### config.mk
export PLATFORM = sky130hd
export DESIGN_NAME = folded_layer
export DESIGN_NICKNAME = d
export VERILOG_FILES = /design/src/rtl/folded_layer_pkg.sv /design/src/rtl/folded_layer_mac.sv /design/src/rtl/folded_layer.sv
export SDC_FILE = /design/constraint.sdc
export NUM_CORES = 1
export LEC_CHECK = 0
export ABC_AREA = 1
export BUFFER_PORTS_ARGS = -buffer_cell sky130_fd_sc_hd__buf_4
export CAP_MARGIN = 20
export CORE_MARGIN = 2
export CORE_UTILIZATION = 50
export CTS_CLUSTER_DIAMETER = 80
export DETAILED_ROUTE_END_ITERATION = 10
export PLACE_DENSITY = 0.72
export SYNTH_ARGS = -nofsm -noshare
export SYNTH_HDL_FRONTEND = slang
export SYNTH_SLANG_ARGS = --single-unit
### constraint.sdc
create_clock -name CLK -period 14.05 [get_ports CLK]
set_input_delay 0.7025 -clock CLK [delete_from_list [all_inputs] [get_ports CLK]]
set_output_delay 0.7025 -clock CLK [all_outputs]
set_load 0.02 [all_outputs]
### src/rtl/folded_layer_pkg.sv
// Shared constants, FSM state encoding and the saturation helper for folded_layer.
package folded_layer_pkg;

  localparam int ACT_NONE  = 0;
  localparam int ACT_RELU  = 1;
  localparam int SAT_MAX_W = 64;

  typedef enum logic [1:0] {
    ST_IDLE  = 2'd0,
    ST_MAC   = 2'd1,
    ST_FINAL = 2'd2,
    ST_DONE  = 2'd3
  } state_e;

  // Clip a sign-extended value into a signed 'width'-bit range; ovf flags a clip.
  function automatic logic signed [SAT_MAX_W-1:0] sat(
    input  logic signed [SAT_MAX_W-1:0] val,
    input  int                          width,
    output logic                        ovf
  );
    logic signed [SAT_MAX_W-1:0] hi;
    logic signed [SAT_MAX_W-1:0] lo;
    hi  = (64'sd1 <<< (width - 1)) - 64'sd1;
    lo  = -(64'sd1 <<< (width - 1));
    ovf = 1'b0;
    if (val > hi) begin
      sat = hi;
      ovf = 1'b1;
    end else if (val < lo) begin
      sat = lo;
      ovf = 1'b1;
    end else begin
      sat = val;
    end
  endfunction

endpackage

### src/rtl/folded_layer_mac.sv
// One MAC lane: full-precision accumulator plus combinational finalize
// (bias add, floor shift, saturate, optional ReLU).
module mac_lane
  import folded_layer_pkg::*;
#(
  parameter int WIDTH     = 8,
  parameter int FRAC_BITS = 3,
  parameter int ACC_W     = 18,
  parameter int ACT_MODE  = 0
) (
  input  logic             CLK,
  input  logic             RSTN,
  input  logic             i_clr,
  input  logic             i_en,
  input  logic [WIDTH-1:0] i_value,
  input  logic [WIDTH-1:0] i_weight,
  input  logic [WIDTH-1:0] i_bias,
  output logic [WIDTH-1:0] o_result,
  output logic             o_ovf
);

  logic signed [ACC_W-1:0]         r_acc;
  logic signed [2*WIDTH-1:0]       w_prod;
  logic signed [ACC_W:0]           w_bias_ext;
  logic signed [ACC_W:0]           w_sum;
  logic signed [ACC_W:0]           w_shift;
  logic signed [SAT_MAX_W-1:0]     w_wide;
  logic signed [SAT_MAX_W-1:0]     w_sat;
  logic        [SAT_MAX_W-WIDTH-1:0] w_unused_sat_hi;
  logic        [WIDTH-1:0]         w_sat_lo;
  logic                            w_ovf;

  assign w_prod = $signed(i_value) * $signed(i_weight);

  always_ff @(posedge CLK) begin
    if (!RSTN) begin
      r_acc <= '0;
    end else if (i_clr) begin
      r_acc <= '0;
    end else if (i_en) begin
      r_acc <= r_acc + ACC_W'(w_prod);
    end
  end

  // One guard bit above ACC_W so the bias add cannot wrap before saturation.
  always_comb begin
    w_bias_ext = (ACC_W+1)'($signed(i_bias));
    w_sum      = (ACC_W+1)'(r_acc) + (w_bias_ext <<< FRAC_BITS);
    w_shift    = w_sum >>> FRAC_BITS;
    w_wide     = SAT_MAX_W'(w_shift);
    w_ovf      = 1'b0;
    w_sat      = sat(w_wide, WIDTH, w_ovf);
  end

  assign {w_unused_sat_hi, w_sat_lo} = w_sat;

  always_comb begin
    o_result = w_sat_lo;
    if (ACT_MODE == ACT_RELU && w_sat_lo[WIDTH-1]) begin
      o_result = '0;
    end
  end

  assign o_ovf = w_ovf;

endmodule

### src/rtl/folded_layer.sv
// Time-multiplexed fully-connected layer: NUM_LANES MAC lanes sweep the
// NUM_OUTPUTS neurons group by group, with valid/ready on both sides.
//
// state    | meaning
// ST_IDLE  | READY_IN high, waiting for an input vector
// ST_MAC   | lanes accumulate one input term per cycle for group r_g
// ST_FINAL | lanes finalize, results written to output slots of group r_g
// ST_DONE  | VALID_OUT high, result held until READY_OUT
module folded_layer
  import folded_layer_pkg::*;
#(
  parameter int NUM_INPUTS  = 4,
  parameter int NUM_OUTPUTS = 4,
  parameter int NUM_LANES   = 2,
  parameter int WIDTH       = 8,
  parameter int FRAC_BITS   = 3,
  parameter int ACT_MODE    = 0
) (
  input  logic                                CLK,
  input  logic                                RSTN,
  input  logic [NUM_INPUTS*WIDTH-1:0]         VALUES_IN,
  input  logic [NUM_OUTPUTS*NUM_INPUTS*WIDTH-1:0] WEIGHTS_IN,
  input  logic [NUM_OUTPUTS*WIDTH-1:0]        BIAS_IN,
  input  logic                                VALID_IN,
  output logic                                READY_IN,
  output logic [NUM_OUTPUTS*WIDTH-1:0]        VALUES_OUT,
  output logic                                VALID_OUT,
  input  logic                                READY_OUT,
  output logic                                OVERFLOW_OUT
);

  localparam int NUM_GROUPS = NUM_OUTPUTS / NUM_LANES;
  localparam int ACC_W      = 2*WIDTH + $clog2(NUM_INPUTS) + 1;
  localparam int I_W        = (NUM_INPUTS > 1) ? $clog2(NUM_INPUTS) : 1;
  localparam int G_W        = (NUM_GROUPS > 1) ? $clog2(NUM_GROUPS) : 1;

  if (NUM_OUTPUTS % NUM_LANES != 0) begin : g_bad_fold
    $error("folded_layer: NUM_OUTPUTS must be a multiple of NUM_LANES");
  end

  state_e                         r_state;
  state_e                         w_next;
  logic [I_W-1:0]                 r_i;
  logic [G_W-1:0]                 r_g;
  logic [NUM_INPUTS*WIDTH-1:0]    r_values;
  logic [NUM_OUTPUTS*WIDTH-1:0]   r_out;
  logic                           r_ovf;

  logic                           w_accept;
  logic                           w_mac_en;
  logic                           w_final;
  logic                           w_last_i;
  logic                           w_last_g;
  logic [WIDTH-1:0]               w_lane_res [NUM_LANES];
  logic [NUM_LANES-1:0]           w_lane_ovf;

  assign w_last_i = (r_i == I_W'(NUM_INPUTS - 1));
  assign w_last_g = (r_g == G_W'(NUM_GROUPS - 1));

  always_ff @(posedge CLK) begin
    if (!RSTN) begin
      r_state <= ST_IDLE;
    end else begin
      r_state <= w_next;
    end
  end

  always_comb begin
    w_next   = r_state;
    w_accept = 1'b0;
    w_mac_en = 1'b0;
    w_final  = 1'b0;
    case (r_state)
      ST_IDLE: begin
        if (VALID_IN) begin
          w_accept = 1'b1;
          w_next   = ST_MAC;
        end
      end
      ST_MAC: begin
        w_mac_en = 1'b1;
        if (w_last_i) w_next = ST_FINAL;
      end
      ST_FINAL: begin
        w_final = 1'b1;
        w_next  = w_last_g ? ST_DONE : ST_MAC;
      end
      ST_DONE: begin
        if (READY_OUT) w_next = ST_IDLE;
      end
      default: w_next = ST_IDLE;
    endcase
  end

  always_ff @(posedge CLK) begin
    if (!RSTN) begin
      r_i      <= '0;
      r_g      <= '0;
      r_values <= '0;
      r_out    <= '0;
      r_ovf    <= 1'b0;
    end else begin
      if (w_accept) begin
        r_values <= VALUES_IN;
        r_i      <= '0;
        r_g      <= '0;
        r_ovf    <= 1'b0;
      end
      if (w_mac_en && !w_last_i) begin
        r_i <= r_i + 1'b1;
      end
      if (w_final) begin
        r_i   <= '0;
        r_ovf <= r_ovf | (|w_lane_ovf);
        for (int l = 0; l < NUM_LANES; l++) begin
          r_out[(int'(r_g)*NUM_LANES + l)*WIDTH +: WIDTH] <= w_lane_res[l];
        end
        if (!w_last_g) r_g <= r_g + 1'b1;
      end
    end
  end

  // Weights and biases are read live from the ports for the current group.
  for (genvar l = 0; l < NUM_LANES; l++) begin : g_lane
    mac_lane #(
      .WIDTH     (WIDTH),
      .FRAC_BITS (FRAC_BITS),
      .ACC_W     (ACC_W),
      .ACT_MODE  (ACT_MODE)
    ) u_lane (
      .CLK      (CLK),
      .RSTN     (RSTN),
      .i_clr    (w_accept | w_final),
      .i_en     (w_mac_en),
      .i_value  (r_values[int'(r_i)*WIDTH +: WIDTH]),
      .i_weight (WEIGHTS_IN[((int'(r_g)*NUM_LANES + l)*NUM_INPUTS + int'(r_i))*WIDTH +: WIDTH]),
      .i_bias   (BIAS_IN[(int'(r_g)*NUM_LANES + l)*WIDTH +: WIDTH]),
      .o_result (w_lane_res[l]),
      .o_ovf    (w_lane_ovf[l])
    );
  end

  assign READY_IN     = (r_state == ST_IDLE);
  assign VALID_OUT    = (r_state == ST_DONE);
  assign VALUES_OUT   = r_out;
  assign OVERFLOW_OUT = r_ovf;

endmodule

Yosys cells after proc, flatten, opt, wreduce, memory -nomap -nowiden
Index checks and enable logic that the tools add are counted.
{ "word_totals": {"regBits": 108, "latchBits": 0, "ramBits": 0, "rom_bits": 0, "inputBits": 196, "out_inout_bits": 35, "word_cells": 79, "mem_count": 0} }
{ "classes": {"addsub": 11, "mul": 2, "div_mod_pow": 0, "magnitude_cmp": 4, "eq_ne": 7, "shift": 9, "n_mux": 26, "bitwise": 3, "n_reduce_logical": 9} }
{ "op_table": {"columns": ["operator", "count"], "rows": [
  ["128-bit by 32-bit indexed part select with 8-bit output", 1],
  ["128-bit by 9-bit indexed part select with 8-bit output", 1],
  ["8-bit by 33-bit variable shift with 32-bit output (first input constant)", 2],
  ["8-bit by 33-bit indexed part select with 32-bit output", 2],
  ["32-bit bitwise mux", 2],
  ["32-bit by 6-bit indexed part select with 8-bit output", 2],
  ["19-bit by 11-bit adder with 20-bit output", 2],
  ["19-bit by 16-bit adder with 19-bit output", 2],
  ["17-bit by 8-bit > comparator with 1-bit output (second input constant)", 2],
  ["17-bit by 8-bit less-than comparator with 1-bit output (second input constant)", 2],
  ["32-bit negator with 33-bit output", 1],
  ["5-bit negator with 33-bit output", 1],
  ["8-bit by 8-bit multiplier with 16-bit output", 2],
  ["8-bit 2-to-1 mux", 4],
  ["32-bit by 7-bit indexed part select with 8-bit output", 1],
  ["29-bit by 3-bit adder with 29-bit output", 1],
  ["1-bit 2-to-1 mux", 13],
  ["2-bit 2-to-1 mux", 6],
  ["2-bit case mux with 4 select lines", 1],
  ["2-bit equality test (second input constant)", 3],
  ["2-bit OR reduction", 3],
  ["4-bit by 2-bit adder with 5-bit output", 1],
  ["2-bit inequality test (second input constant)", 2],
  ["2-bit nonzero test", 2],
  ["other kinds (11)", 12]
]} }

Longest topological paths before layout
Gate-level depths: netlist of the first run.
{ "depth": {"ltp_word": 9, "mapped_depth": 31} }

Modules after synthesis
A second synthesis of the first run with hierarchy kept.
{ "unflattened": {"cells_unflattened": 2235, "hier_area_um2": 15068.2} }
{ "by_module_without_submodules": {"columns": ["mod", "n_inst", "cells_each", "area_each_um2"], "rows": [
  ["mac_lane at g_lane[0].u_lane", 1, 759, 5442.7],
  ["mac_lane at g_lane[1].u_lane", 1, 751, 5373.9],
  ["folded_layer", 1, 725, 4251.6]
]} }

Worst setup path after synthesis of the first run
OpenSTA, ideal clock, no wires.
{ "synth_path": {"kind": "reg2reg", "from": "register r_i[1]", "to": "register g_lane[0].u_lane.r_acc[14]", "arrival_ns": 6.134, "path_slack_ns": 7.802, "stages_incl_launch_ff": 25, "path_buffers": 2, "period_less_slack_ns": 6.248, "path_cell_list": "dfxtp_1 > inv_1 > clkbuf_1 > a21oi_1 > a32oi_1 > inv_1 > clkbuf_1 > nor2_1 > inv_1 > fa_1 > inv_1 > fa_1 > fa_1 > fa_1 > fa_1 > ha_1 > nand2_1 > o21ai_0 > a21oi_1 > o21ai_0 > nand2_1 > a31oi_1 > o21ai_0 > o21bai_1 > inv_1"} }
{ "synth_via": {"elab_chain_cells": 4, "elab_cells_between_ends": 5, "classes_between": "add/sub: 2; mul: 1; shift: 2"} }
{ "synth_rtl": {"columns": ["item", "line_no", "rtl"], "rows": [
  ["from (decl)", "folded_layer.sv:43", "logic [I_W-1:0] r_i;"],
  ["from (signal assigned)", "folded_layer.sv:110", "r_i <= r_i + 1'b1;"],
  ["4-bit by 2-bit adder with 5-bit output", "folded_layer.sv:136", ".i_weight (WEIGHTS_IN[((int'(r_g)*NUM_LANES + l)*NUM_INPUTS + int'(r_i))*WIDTH +: WIDTH]),"],
  ["128-bit by 9-bit indexed part select with 8-bit output", "folded_layer.sv:136", null],
  ["8-bit by 8-bit multiplier with 16-bit output *", "folded_layer_mac.sv:33", "assign w_prod = $signed(i_value) * $signed(i_weight);"],
  ["19-bit by 16-bit adder with 19-bit output *", "folded_layer_mac.sv:41", "r_acc <= r_acc + ACC_W'(w_prod);"],
  ["to (signal assigned)", "folded_layer_mac.sv:41", null],
  ["to (decl)", "folded_layer_mac.sv:22", "logic signed [ACC_W-1:0] r_acc;"]
]} }
Every way passes the cells marked *; elsewhere a longest branch is shown, timed or not.
A chain may end at the register's enable or synchronous reset.

Final worst setup path of the first run
{ "layout_path": {"from": "register r_g", "to": "register g_lane[0].u_lane.r_acc[14]"} }
{ "layout_via": {"elab_chain_cells": 4} }
{ "layout_rtl": {"columns": ["item", "line_no", "rtl"], "rows": [
  ["from (decl)", "folded_layer.sv:44", "logic [G_W-1:0] r_g;"],
  ["from (signal assigned)", "folded_layer.sv:118", "if (!w_last_g) r_g <= r_g + 1'b1;"],
  ["4-bit by 2-bit adder with 5-bit output", "folded_layer.sv:136", null],
  ["128-bit by 9-bit indexed part select with 8-bit output", "folded_layer.sv:136", null],
  ["8-bit by 8-bit multiplier with 16-bit output", "folded_layer_mac.sv:33", null],
  ["19-bit by 16-bit adder with 19-bit output", "folded_layer_mac.sv:41", null]
]} }
No other way between the ends.

==> impl_metrics.toml, run 1 <==
[status]
outcome = "finished, final reports clean"

[clocking]
post_cts_buffers = 0
clockBufferDepth = 2
cts_tree = "built"
cts-root-buf = "clkbuf_16"
clk_pin_slew_ns = 0.09
numClockSinks = 108
postCtsResizedCells = 0
clk_latency_ns = 0.37
hold_buffers = 0
cts_buffers = 9
cts.htree.levels = 3

[place]
io_buffers = 230
gp_congestion = 0.976
dp.cells = 2609
dpl.hpwl_mm = 34.3

[synth]
syn_area_per_cell_um2 = 7.06
synth-seq-cells = 108
synth_top_area_share_pct = 23.5
ys_top_cells_by_area = "fa_1 23%, dfxtp_1 15%, nand2_1 11%"
ys_seq_area_share_pct = 14.9
async_flop_share_pct = 0
synth.most_common_cell = "nand2_1"
synth_cell_type_count = 45
synth_nets = 2538
synth_commonest_cells = "425 x nand2_1, 379 x inv_1, 297 x nor2_1"
synth_warnings = 0
synth_edf_count = 0
syn_area_um2 = 14500
synthCells = 2051
yosys.area.top_type = "fa_1"
yosys_most_used_dff = "dfxtp_1"

[power_and_ir_drop]
irDropWorstVdd_v = 0.000260
power_density_nw_per_um2 = 258
p_leak_uw = 0.00923

[worst_setup_path]
crit_buf_inv = 5
cpPeakStageDelay_ns = 0.76
worstPathArrival_ns = 7.27
rrSetupSlack_ns = 7.06
rr_endpoint = "g_lane[0].u_lane.r_acc[14]"
path_class = "reg2reg"
startpoint_type = "flop"
required_ns = 14.32
critPathMaxFanout = 21
crit_chain = "buf_4, inv_1, o221ai_1, nand2_1, inv_1, nand2_1, fa_1, fa_1, inv_1, fa_1, fa_1, fa_1, ha_1, nand2_1, o21ai_0, a21oi_1, o21ai_0, nand2_1, a31oi_1, o21ai_0, o21bai_1, inv_1"
cp_top_family = "adder cells"
end_kind = "flop"
r2r-start = "r_g"
cpMostUsedCell = "fa_1"
ff2ff_path_depth = 22
slowest_stage = "dfxtp_1"

[cells_and_area]
layout.nets = 2726
drive_gt1_share_pct = 13.1
syn2layout_area_growth_pct = 16.6
fin_cells = 2628
n_antenna_cell = 0

[grt]
grt_overflow_total = 0
grt_max_degree = 81
antenna_found_initial = 0
grt_usage_pct = 28.2
grt_pass1_wl_mm = 68.7
grt_pass1_vias = 13600

[die]
start_util_pct = 50.6
io_pins = 231
die_w_um = 174
fp.coreArea_um2 = 28600
die_y_um = 174
rows = 62
design.die.area_um2 = 30400

[timing]
tns_ns = 0
fin_crit_ns = 6.99
hold_ws_ns = 0.471
tightest_slew_ns = 0.971
slew_headroom_pct = 34.9
rsz0062_at_grt = "no"
finalCritPeriodShare_pct = 49.8
fmax_mhz = 143
final_max_slew_viol_count = 0
fin_skew_ns = 0.0111
final-setup-viol-count = 0
finalHoldViolations = 0

[route]
drt_iter0_drc = 1098
vias = 13700
route.detailed.drc = 0
ant_nets = 0
avgRoutedWirePerCell_um = 15.9
drtPass1Iterations = 7
avgViaCountPerCell = 5.23
totalWireLength_mm = 41.8

[job]
max_cap_viol_count = 0

[hold_path]
min-delay-start = "g_lane[1].u_lane.r_acc[2]"
min_to = "g_lane[1].u_lane.r_acc[2]"
min_path_type = "reg2reg"
whs_path_depth = 2
[registers in the layout, indices dropped and copies added, names as in the netlist]
signal	flops
g_lane.u_lane.r_acc	38
r_i	2
r_state	2
VALUES_OUT	32
OVERFLOW_OUT	1
r_g	1
r_values	32
[power by group]
group	switching, µW	total (µW)	internal (µW)
sequential	54.5	403	349
clock	140	268	129
combinational	2210	3680	1470
[worst max path at each step]
stage / start / end / slack [ns] / cells after the start
finish: r_g / g_lane[0].u_lane.r_acc[14] / 7.06 / 22
detailed placement: r_i[0] / g_lane[1].u_lane.r_acc[16] / 6.38 / 24
global placement: r_i[0] / g_lane[1].u_lane.r_acc[16] / 6.68 / 24
floorplan: r_i[1] / g_lane[0].u_lane.r_acc[14] / 7.80 / 24
global route: r_g / g_lane[0].u_lane.r_acc[14] / 6.53 / 22
CTS: r_i[0] / g_lane[1].u_lane.r_acc[16] / 6.35 / 24
[final cells by class]
cell class / instances / area (µm²)
flip-flops and latches: 108 / 2160
fillers: 2711 / 11700
clock buffers: 9 / 225
repair buffers: 249 / 1910
multi-input cells: 1489 / 10600
well taps: 384 / 480
inverters: 382 / 1430
clock inverters: 7 / 86.3
[cell families (layout without fill, tap and decap cells)]
logic type | after synthesis | after routing | synth area share, %
flops | 108 | 108 | 14.9
fa+ha+maj | 291 | 291 | 33.9
compound gates | 307 | 307 | 12.7
buf+inv | 454 | 647 | 12.0
xor+xnor | 47 | 47 | 2.97
simple gates | 844 | 844 | 23.5
[layout by cell type, fill, tap and decap left out, types with 5 or more instances in the layout]
master | netlist | layout
o21a_1 | 27 | 27
inv_1 | 379 | 378
nor3_1 | 6 | 6
a21oi_1 | 77 | 77
nand4_1 | 12 | 12
nand2_1 | 425 | 425
dfxtp_1 | 108 | 107
nor2_2 | 3 | 6
ha_1 | 121 | 121
nor2_1 | 297 | 294
buf_4 | 0 | 247
fa_1 | 170 | 170
clkbuf_16 | 0 | 9
o21ai_0 | 138 | 138
xnor2_1 | 19 | 19
or2_2 | 5 | 5
nand3b_1 | 6 | 6
nand3_1 | 75 | 75
o221ai_1 | 30 | 30
xor2_1 | 27 | 27
[layer usage]
metal / part of all wire [%] / track usage (%) / wire length, µm
met1: 42 / 36.2 / 17500
met2: 47 / 47.6 / 19700
met3: 7.1 / 5.05 / 2970
met4: 3.7 / 10.5 / 1530
met5: 0 / 0 / 0
[worst register-to-register path: cells and delay by family, from the launching register on]
kind | cells | cell delay [ns]
buffers and inverters | 5 | 1.10
AND/OR/NAND/NOR | 4 | 0.57
AO/OA/AOI/OAI | 7 | 1.45
flip-flops | 1 | 0.76
adder cells (fa/ha/maj) | 6 | 3.01
[stage by stage]
stage | worst slack [ns] | util [%] | area, µm² | total power, µW
final | 7.06 | 59.0 | 16900 | 4350
after global routing | 6.53 | 59.0 | 16900 | 4960
after CTS | 6.35 | 58.9 | 16900 | 4350
after detailed placement | 6.38 | 57.8 | 16500 | 4040
after global placement | 6.68 | 57.7 | 16500 | 3940
after floorplan | 7.80 | - | 14500 | 3230
(Power assumes the default switching activity.)
==> inputs of run 2 (changes only) <==
Settings changed: PLACE_DENSITY 0.72 to 0.75.
Clock period 14.05 ns to 5.65 ns, I/O delays scaled along.
==> run 2 against run 1 <==
Net effect: register-to-register slack lost 7.0 ns; worst setup slack worse by 7.0 ns; critical path depth increased by 2; design area is 13% higher; total power increased to 3.3 times the previous value; final cell count rose by 5.7%; clock power rose to 2.5 times the previous value; via count is 6.3% higher; sequential share of layout area down 1.5 points; critical endpoint is now g_lane[1].u_lane.r_acc[15]; largest cell class unchanged.
==> impl_metrics.toml, run 2 (synthesis results as in run 1) <==
[worst_setup_path]
cpPeakStageDelay_ns = 0.52
slowest_stage = "fa_1"
crit_start = "r_i[0]"
required_ns = 5.97
path_class = "reg2reg"
worstPathArrival_ns = 5.88
startpoint_type = "flop"
critPathMaxFanout = 6
r2r-start = "r_i[0]"
rrSetupSlack_ns = 0.08
end_kind = "flop"
ff2ff_path_depth = 24
crit_chain = "buf_6, clkbuf_16, nand2_4, a32oi_2, buf_6, buf_8, clkinvlp_4, buf_4, nor2_1, fa_1, fa_1, fa_1, fa_1, ha_1, ha_4, a21o_1, a21oi_2, o21ai_1, a21boi_1, o21ai_1, or2_1, nand3_1, nand2_1, inv_1"
cpMostUsedCell = "fa_1"
rr_endpoint = "g_lane[1].u_lane.r_acc[15]"

[clocking]
cts.htree.levels = 3
clk_pin_slew_ns = 0.09
numClockSinks = 108
cts_tree = "built"
hold_buffers = 0
cts_buffers = 9
clk_latency_ns = 0.37
cts-root-buf = "clkbuf_16"
clockBufferDepth = 2

[grt]
grt_pass1_vias = 14500
grt_usage_pct = 29.3
antenna_found_initial = 0
grt_pass1_wl_mm = 71.6
grt_max_degree = 68
grt_overflow_total = 0

[cells_and_area]
design_area_um2 = 19100
final_util_pct = 66.8
layout.nets = 2876
nFillCells = 2383
largest_reg_flops = 38
final_common_cell = "nand2_1"
largest_register = "g_lane.u_lane.r_acc"
drive_gt1_share_pct = 24.1
n_antenna_cell = 0
layout_common_cells = "406 x nand2_1, 362 x buf_4, 356 x inv_1, 272 x nor2_1, 162 x fa_1"
syn2layout_area_growth_pct = 32.0

[hold_path]
min-delay-start = "VALUES_IN[4]"
whs_path_depth = 3
min_path_type = "in2reg"
min_to = "r_values[4]"

[place]
gp_congestion = 0.934
dpl.hpwl_mm = 35.4
place_area_um2 = 17500
io_buffers = 230

[timing]
slew_headroom_pct = 39.1
rsz0062_at_grt = "yes"
fmax_mhz = 180
finalCritPeriodShare_pct = 98.5
final-setup-viol-count = 0
tns_ns = 0
fin_crit_ns = 5.57
finalHoldViolations = 0
tightest_slew_ns = 0.904
final_max_slew_viol_count = 0
fin_skew_ns = 0.0147

[die]
die_y_um = 174
rows = 62
io_pins = 231
start_util_pct = 50.6
die_w_um = 174
design.die.area_um2 = 30400
fp.coreArea_um2 = 28600

[route]
vias = 14600
avgRoutedWirePerCell_um = 16.7
top_layer_used = "met4"
ant_nets = 0
drtPass1Iterations = 6
wirelength_met1_mm = 19.1
drt_iter0_drc = 1028
avgViaCountPerCell = 5.26
wl_met3_mm = 3.12
dr_wl_met2_mm = 22.4
route.detailed.drc = 0
totalWireLength_mm = 46.5

[job]
max_cap_viol_count = 0

[power_and_ir_drop]
irDropWorstVdd_v = 0.000884
p_leak_uw = 0.0101
power_density_nw_per_um2 = 753

[status]
outcome = "finished, final reports clean"
[run 2: cell count changes in the layout (fill, tap and decap cells not counted), sizes merged]
cell / before / now
inv: 384 / 378
buf: 249 / 392
clkinvlp: 0 / 4
clkbuf: 9 / 16
clkinv: 5 / 7
[run 2: per-layer routing]
layer / vias up / track usage, %
li1: 7069 / -
met1: 6835 / 38.1
met2: 577 / 49.7
met3: 119 / 4.72
met4: 0 / 9.66
met5: - / 0
[run 2: worst max-delay path: cells and delay by family, from the launching register on]
family / cells / cell delay [ns]
flops: 1 / 0.46
buf+inv: 7 / 0.95
compound gates: 6 / 0.96
simple gates: 5 / 0.55
fa+ha+maj: 6 / 2.57
[run 2: what timing repair did]
item / CTS / global route
gates resized for setup: 16 / 185
pin swaps: 0 / 83
cloned: 1 / 9
endpoints found under the setup margin: 9 / 19
setup buffers: 0 / 38
[run 2: worst max-delay path by stage]
stage                                      end  slack, ns  depth (start not counted)
finish              g_lane[1].u_lane.r_acc[15]       0.08                         24
global route        g_lane[1].u_lane.r_acc[15]      -0.12                         27
CTS                 g_lane[0].u_lane.r_acc[18]      -0.02                         28
detailed placement  g_lane[1].u_lane.r_acc[17]      -0.11                         22
global placement    g_lane[1].u_lane.r_acc[17]     -0.003                         22
floorplan           g_lane[1].u_lane.r_acc[16]      0.007                         26
[run 2: report_power, final]
group | internal (µW) | switching (µW) | leakage, µW
Sequential | 868 | 136 | 0.000884
Combinational | 6020 | 6700 | 0.00906
Clock | 319 | 351 | 0.000152
[run 2: cell type report]
| class | count | area, µm² | area share, % |
|---|---|---|---|
| multi-input combinational | 1489 | 11300 | 59.1 |
| timing repair buffer | 399 | 3380 | 17.7 |
| sequential | 108 | 2170 | 11.3 |
| inverter | 382 | 1480 | 7.72 |
| tap | 384 | 480 | 2.51 |
| clock buffer | 9 | 225 | 1.18 |
| clock inverter | 7 | 91.3 | 0.478 |
[run 2: stage by stage]
stage / std cells / setup WS, ns / power (µW) / hold WS (ns)
5_1_grt: 2778 / -0.121 / 16000 / 0.192
2_1_floorplan: 2051 / 0.00741 / 8070 / 0.430
6_report: 2778 / 0.0847 / 14400 / 0.161
3_3_place_gp: 2714 / -0.00289 / 11100 / 0.449
3_5_place_dp: 2715 / -0.109 / 11300 / 0.454
4_1_cts: 2732 / -0.0165 / 12100 / 0.164
==> inputs of run 3 (changes only) <==
Settings changed: PLACE_DENSITY 0.75 to unset, PLACE_DENSITY_LB_ADDON set to 0.2, SYNTH_HIERARCHICAL set to 1.
==> run 3 against run 2 <==
Net effect: utilization shrank 3.7 points; non-clock buffer count down 74; design area decreased by 2.3%; die area up 3.9%; hold slack got worse by 0.0072 ns; worst setup slack gained 0.12 ns; critical endpoint is now g_lane[1].u_lane/r_acc[10].
==> impl_metrics.toml, run 3 <==
[status]
outcome = "finished, final reports clean"

[synth]
synth_nets = 2722
synth_simple_gate_area_share_pct = 27.5
async_flop_share_pct = 0
ys_top_cells_by_area = "fa_1 23%, dfxtp_1 14%, nand2_1 13%"
syn_area_per_cell_um2 = 6.74
synth_commonest_cells = "532 x nand2_1, 395 x inv_1, 313 x nor2_1"
synth.most_common_cell = "nand2_1"
synth_warnings = 6
synth_xor_xnor_area_share_pct = 2.37
syn_area_um2 = 15100
synth_top_family_by_area = "adder cells"
yosys.area.top_type = "fa_1"
synthCells = 2235
synth_cell_type_count = 44
synth_mux_area_share_pct = 0
synth-seq-cells = 108
ys_seq_area_share_pct = 14.3
synth_top_area_share_pct = 22.6
synth_compound_area_share_pct = 10.2
synth_edf_count = 0
yosys_most_used_dff = "dfxtp_1"
synthAdderAreaFrac_pct = 32.6

[worst_setup_path]
critPathMaxFanout = 19
slowest_stage = "fa_1"
path_class = "reg2reg"
end_kind = "flop"
r2r-start = "r_i[0]"
crit_buf_inv = 10
ff2ff_path_depth = 28
required_ns = 5.92
cpPeakStageDelay_ns = 0.56
cp_top_family = "adder cells"
crit_cells = 28
crit_start = "r_i[0]"
worstPathArrival_ns = 5.71
startpoint_type = "flop"

[die]
start_util_pct = 50.8
io_pins = 231
design.die.area_um2 = 31500
fp.coreArea_um2 = 29600
die_y_um = 178
rows = 63
die_w_um = 178

[timing]
final_max_slew_viol_count = 0
finalCritPeriodShare_pct = 96.4
fin_skew_ns = 0.0138
slew_headroom_pct = 39.1
finalHoldViolations = 0
fin_crit_ns = 5.45
tightest_slew_ns = 0.908
rsz0062_at_grt = "yes"
fmax_mhz = 184
hold_ws_ns = 0.154
final-setup-viol-count = 0

[job]
max_cap_viol_count = 0

[cells_and_area]
largest_reg_flops = 38
largest_register = "g_lane.u_lane/r_acc"
layout_common_cells = "510 x nand2_1, 386 x inv_1, 304 x nor2_1, 300 x buf_4, 163 x fa_1"
n_antenna_cell = 0
final_common_cell = "nand2_1"
nFillCells = 2778
drive_gt1_share_pct = 19.8
layout.nets = 2965
syn2layout_area_growth_pct = 24.1
design_area_um2 = 18700

[clocking]
cts.htree.levels = 3
cts_buffers = 9
clk_pin_slew_ns = 0.08
cts_tree = "built"
clk_latency_ns = 0.38
numClockSinks = 108
cts-root-buf = "clkbuf_16"
clockBufferDepth = 2

[route]
drt_iter0_drc = 866
totalWireLength_mm = 43.5
ant_nets = 0
drtPass1Iterations = 5
vias = 14600
avgViaCountPerCell = 5.09
avgRoutedWirePerCell_um = 15.1
route.detailed.drc = 0

[place]
place_area_um2 = 17600
io_buffers = 230
gp_congestion = 0.892
dpl.hpwl_mm = 34.6

[hold_path]
whs_path_depth = 3
min-delay-start = "VALUES_IN[4]"
min_path_type = "in2reg"

[grt]
antenna_found_initial = 0
grt_pass1_wl_mm = 69.1
grt_usage_pct = 27.3
grt_pass1_vias = 14500
grt_max_degree = 47
grt_overflow_total = 0
[run 3: cell count changes after synthesis, moves of 8 or more]
| cell | change |
|---|---|
| nor2_1 | +16 |
| buf_2 | +10 |
| o21ai_1 | +17 |
| o21a_1 | -25 |
| nand3_1 | +21 |
| inv_1 | +16 |
| xor2_1 | -9 |
| a21oi_1 | +14 |
| nand2_1 | +107 |
| o221ai_1 | -27 |
| nand2_2 | +8 |
[run 3: timing repair]
item,CTS,global route
pin swaps,1,44
gates resized for setup,6,138
endpoints found under the setup margin,6,21
hold buffers,0,0
buffers inserted,2,11
gates cloned,1,4
[run 3: layout make-up]
| cell class | instances | area, µm² | share of cell area, % |
|---|---|---|---|
| timing repair buffer | 325 | 2720 | 14.5 |
| multi-input combinational | 1628 | 11500 | 61.4 |
| sequential | 108 | 2170 | 11.6 |
| clock buffer | 9 | 225 | 1.20 |
| inverter | 406 | 1530 | 8.20 |
| clock inverter | 7 | 77.6 | 0.415 |
| tap | 390 | 488 | 2.61 |
[run 3: final timing paths]
| path | endpoint | slack [ns] |
|---|---|---|
| worst min register to register | VALUES_OUT[23] | 0.47 |
| worst max-delay path | g_lane[1].u_lane/r_acc[10] | 0.20 |
| worst min-delay path | r_values[4] | 0.15 |
| worst max register to register | g_lane[1].u_lane/r_acc[10] | 0.20 |
[run 3: worst min-delay path, stage by stage]
cell     delay [ns]
buf_4          0.07
o21ai_0        0.07
nor2_1         0.07
[run 3: logic make-up after synthesis]
family	after synthesis
AND/OR/NAND/NOR	1010
buffers and inverters	499
adder cells (fa/ha/maj)	291
AO/OA/AOI/OAI	287
flip-flops	108
XOR/XNOR	40
[run 3: stage by stage]
step / setup WS (ns) / TNS (ns) / util [%] / cells
finish: 0.202 / 0 / 63.1 / 2873
global route: -0.0686 / -0.336 / 63.1 / 2873
CTS: 0.0132 / 0 / 60.6 / 2858
detailed placement: -0.0391 / -0.0680 / 59.3 / 2839
global placement: 0.0378 / 0 / 59.3 / 2839
floorplan: 0.121 / 0 / - / 2235
[run 3: routing by layer]
layer | vias up | global-route usage [%] | wire (µm)
li1 | 7313 | - | -
met1 | 6803 | 35.1 | 18600
met3 | 62 | 4.67 | 3180
met5 | - | 0 | 0
met2 | 456 | 46.7 | 20400
met4 | 0 | 8.33 | 1220
Power of run 3 is left out: the tool's default activity adds up to more than one toggle a clock period on the data nets, which glitch-free logic cannot reach.
